<file path="config.mk">
export PLATFORM = sky130hd
export DESIGN_NAME = adder_cla_reg
export DESIGN_NICKNAME = d
export VERILOG_FILES = /design/src/rtl/adder_cla_reg.sv
export SDC_FILE = /design/constraint.sdc
export NUM_CORES = 1
export LEC_CHECK = 0
export CORE_UTILIZATION = 43
export CTS_CLUSTER_DIAMETER = 100
export DETAILED_ROUTE_END_ITERATION = 8
export PLACE_DENSITY_LB_ADDON = 0.1
export SETUP_SLACK_MARGIN = 0.02
export SLEW_MARGIN = 20
export SYNTH_ARGS = -nofsm -noshare
export SYNTH_HDL_FRONTEND = slang
export SYNTH_SLANG_ARGS = --single-unit
</file>
<file path="constraint.sdc">
create_clock -name iClk -period 2.9 [get_ports iClk]
set_input_delay 0.58 -clock iClk [delete_from_list [all_inputs] [get_ports iClk]]
set_output_delay 0.58 -clock iClk [all_outputs]
set_load 0.03 [all_outputs]
</file>
<file path="src/rtl/adder_cla_reg.sv">
// ---------------------------------------------------------------------------
// adder_cla_reg
//   Registered WIDTH-bit adder with carry-in, carry-out and signed overflow.
//   The sum is built from 4-bit carry-lookahead groups. Each group computes
//   its internal carries in lookahead form. The group carry-out is formed from
//   the group propagate/generate pair and ripples into the next group.
//   The result is captured in a register, so it appears one clock after the
//   operands. A new operand set can be accepted on every cycle.
//
// Ports
//   iClk     in   1      clock, rising edge
//   iRst_n   in   1      synchronous reset, active low
//   iData_a  in   WIDTH  operand A (unsigned; two's complement for oOvf)
//   iData_b  in   WIDTH  operand B
//   iC       in   1      carry-in
//   iValid   in   1      operands valid this cycle
//   oData    out  WIDTH  registered sum bits
//   oData_C  out  1      registered carry-out
//   oOvf     out  1      registered signed overflow
//   oValid   out  1      high for one cycle when a new result is presented
// ---------------------------------------------------------------------------
module adder_cla_reg #(
  parameter int WIDTH = 8
) (
  input  logic             iClk,
  input  logic             iRst_n,
  input  logic [WIDTH-1:0] iData_a,
  input  logic [WIDTH-1:0] iData_b,
  input  logic             iC,
  input  logic             iValid,
  output logic [WIDTH-1:0] oData,
  output logic             oData_C,
  output logic             oOvf,
  output logic             oValid
);

  localparam int NumGroups = WIDTH / 4;

  logic [WIDTH-1:0] bitP;
  logic [WIDTH-1:0] bitG;

  logic [WIDTH-1:0] sumData_d;
  logic             carryOut_d;
  logic             ovf_d;

  logic [3:0]       grpP;
  logic [3:0]       grpG;
  logic [4:0]       grpC;
  logic             grpPg;
  logic             grpGg;
  logic             groupCarry;
  logic             carryIntoMsb;

  logic [WIDTH-1:0] sumData_q;
  logic             carryOut_q;
  logic             ovf_q;
  logic             valid_q;

  // Per-bit propagate and generate terms.
  assign bitP = iData_a ^ iData_b;
  assign bitG = iData_a & iData_b;

  // Walk the 4-bit groups from LSB to MSB. Within a group, every carry is
  // expanded in lookahead form from the group carry-in. Only the group
  // carry-out ripples to the next group, and it comes from the group PG/GG pair.
  // The carry into the MSB is the top internal carry of the last group.
  // Overflow compares that carry with the final carry-out.
  always_comb begin
    sumData_d    = '0;
    grpP         = '0;
    grpG         = '0;
    grpC         = '0;
    grpPg        = 1'b0;
    grpGg        = 1'b0;
    groupCarry   = iC;
    carryIntoMsb = 1'b0;
    for (int k = 0; k < NumGroups; k++) begin
      grpP    = bitP[4*k +: 4];
      grpG    = bitG[4*k +: 4];
      grpC[0] = groupCarry;
      grpC[1] = grpG[0] | (grpP[0] & groupCarry);
      grpC[2] = grpG[1] | (grpP[1] & grpG[0]) | (grpP[1] & grpP[0] & groupCarry);
      grpC[3] = grpG[2] | (grpP[2] & grpG[1]) | (grpP[2] & grpP[1] & grpG[0])
              | (grpP[2] & grpP[1] & grpP[0] & groupCarry);
      grpPg   = &grpP;
      grpGg   = grpG[3] | (grpP[3] & grpG[2]) | (grpP[3] & grpP[2] & grpG[1])
              | (grpP[3] & grpP[2] & grpP[1] & grpG[0]);
      grpC[4] = grpGg | (grpPg & groupCarry);
      sumData_d[4*k +: 4] = grpP ^ grpC[3:0];
      carryIntoMsb = grpC[3];
      groupCarry   = grpC[4];
    end
    carryOut_d = groupCarry;
    ovf_d      = carryIntoMsb ^ groupCarry;
  end

  // Result register. Reset takes priority over iValid. When no valid
  // operands arrive, the previous result is held and oValid drops. oValid
  // therefore marks only freshly computed results.
  always_ff @(posedge iClk) begin
    if (!iRst_n) begin
      sumData_q  <= '0;
      carryOut_q <= 1'b0;
      ovf_q      <= 1'b0;
      valid_q    <= 1'b0;
    end else begin
      if (iValid) begin
        sumData_q  <= sumData_d;
        carryOut_q <= carryOut_d;
        ovf_q      <= ovf_d;
      end
      valid_q <= iValid;
    end
  end

  assign oData   = sumData_q;
  assign oData_C = carryOut_q;
  assign oOvf    = ovf_q;
  assign oValid  = valid_q;

endmodule

</file>
==> results.md <==
* Slew Viols, Final at 0
* # resized after CTS at 0
* Number of antenna violations at the first check in global routing at 0
* Clk_skew at 0 ns
* Final Hold Vio Count at 0
* Die ar. at 2057 um2
* CP Launch Type: input pin
* Most common cell after layout, fill and taps aside: clkdlybuf4s50_1
* CP required at 3.08 ns
* XOR/XNOR Fraction of Synth Area at 3.251%
* Clock slew at reported path FFs at about 0.08 ns
* Tcrit/Tclk final at 85.68%
* Initial DRC Count at 23
* Pwr/cell area at 410.2 nW/um2
* Antenna violation net count after detailed routing at 0
* Critical path class: in -> reg
* Max_cap viols at 0
* Asr flop ratio synth at 0%
* Outcome: completed
* Max_slew headroom at 67.88%
* DR WL/cell at 12.03 um
* Hold Buf Count CTS at 0
* Core box area at 1745 um2
* Final nets at about 160
* Routed wl met2 at 884 um
* DP Cell Count at 147
* Top Metal Used: met4
* Share of cells above drive strength 1 at 7.143%
* Met1 Wirelength at 806 um
* GR Overflow Total at 0
* Total wire length at 1817 um
* Compound-gate portion of the synthesized area at 24.92%
* Clock tree sinks at 11
* Vias post-DR at just under 800
* Flops & latches, synth at 11
* GRT Util Overall at 21.31%
* Buffers on Ports at 30
* Syn-to-layout area delta at 42.88%
* Detail Route met3 WL at 101 um
* Width of the chip at about 45 um
* Post-DP HPWL at 1464 um
* # DRC at 0
* Post-synthesis average cell area at around 8.6 um2
* Vias/cell at 5.258
* I/O Pins at 31
* Post-CTS Setup Bufs at 0
* Detailed Routing Iterations Pass 1 at 4
* Main combinational cell family by area after synthesis: compound AO/OA/AOI/OAI gates
* Post-synthesis adder-cell area fraction at between 15 and 20%
* Count of cell types in the netlist at 37
* CTS root buf: clkbuf_4
* Worst Path Arrival at ~2.7 ns
* Final setup fails at 0
* Max frequency at 402.4 MHz
* Max VDD drop at 328.7 uV
* Sequential element share of the synthesized area at 27.24%
* Worst slew pin tran at 0.4802 ns
* Synth Area in Simple Gates at 17.34%
* RSZ-0062 raised after global routing: no
* Vias in the first global route at 750
* Max clock buf depth at 2
* Die Y at 45.36 um
* First-pass GRT wire length at 3118 um
* LEAKAGE at 0.4871 nW
* CTS H-tree lvls at 1
* Mapped Nets at 124
* Fin Setup TNS at 0 ns
* # fillers at about 160
* Hold Crit Class: reg -> reg
* Cell area after synthesis at 808.3 um2
* Gpl congestion at 0.8228
* CTS buffer count at 3
* Inserted Diodes at 0
* Post-Syn Instances at 94
* CP max FO at 3
* Largest net degree at the start of global routing at 16
* CTS tree: built
* Post-synth top flop: dfxtp_1
* Post-synthesis mux area share at 3.870%
* Starting density of the core at 46.31%
* Post-synth EDFFs at 0
* Worst-Skew Late Latency at 0.27 ns
* Commonest non-fill, non-tap cells in the layout: clkdlybuf4s50_1, dfxtp_1, ha_1
* Final min period at 2.485 ns
* Worst setup EP type: flip-flop
* Yosys Warn Count at 0
* Number of core rows at 15
* Tot Pwr at approximately 0.47 mW
* Finished Layout Cells at 151
-- stage by stage --
stage | setup slack [ns] | area [um2] | util (%) | hold slack [ns]
floorplan | 0.6489 | 808.3 | - | 0.6050
global placement | 0.1388 | 1129 | 64.66 | 0.4603
detailed placement | 0.1058 | 1129 | 64.66 | 0.4825
CTS | 0.4128 | 1155 | 66.16 | 0.5014
global route | 0.2796 | 1155 | 66.16 | 0.5327
finish | 0.4152 | 1155 | 66.16 | 0.4978
-- report_power, final --
part           internal [mW]  leakage (nW)  switching [mW]  total [mW]
registers              0.166        0.0910         0.00733       0.173
logic                 0.0931         0.381          0.0984       0.191
clock network         0.0534        0.0150          0.0559       0.109
total                  0.312         0.487           0.162       0.474
-- layout make-up --
cell class,instances,area (um2),area share (%)
clock buffer,4,26.28,2.275
timing repair buffer,31,307.8,26.65
inverter,8,30.03,2.600
multi-input combinational,72,539.3,46.70
sequential,11,220.2,19.07
tap,25,31.28,2.709
-- critical path: stages --
cell and delay (ns):
clkdlybuf4s50_1 0.42, ha_1 0.33, a211o_1 0.33, a21oi_1 0.21
o21bai_1 0.10, fa_1 0.38, xnor2_1 0.15, nand2_1 0.07
o211a_1 0.10
-- synth_stat cells, types with 3 or more instances --
cell	instances	area [um2]
o21a_1	3	22.52
ha_1	8	100.1
inv_1	7	26.28
a21oi_1	3	15.01
nand2_1	4	15.01
dfxtp_1	11	220.2
nand4_1	4	25.02
nand3_1	5	25.02
o21ai_1	4	20.02
nor2_1	7	26.28
-- cell families after synthesis --
kind of cell | after synthesis
AO/OA/AOI/OAI | 28
AND/OR/NAND/NOR | 28
buffers and inverters | 11
flip-flops | 11
adder cells (fa/ha/maj) | 10
XOR/XNOR | 3
multiplexers | 3
-- final timing paths --
path / startpoint / end / slack [ns] / depth (start not counted)
setup / recovery: iData_a[0] / oData[5] / 0.42 / 9
hold / removal: oOvf / oOvf / 0.50 / 2
setup reg to reg: oData[6] / oData[6] / 2.02 / 3
hold reg to reg: oOvf / oOvf / 0.50 / 2
-- state kept, by name, indices dropped and copies added (netlist names) --
name / flops
oData_C: 1
oValid: 1
oOvf: 1
oData: 8
-- metal layers --
metal  up-vias  global-route usage (%)
li1        408                       -
met4         0                   7.273
met5         -                       0
met1       349                   25.30
met2        32                   36.52
met3         5                   6.000
(Power assumes the default switching activity.)
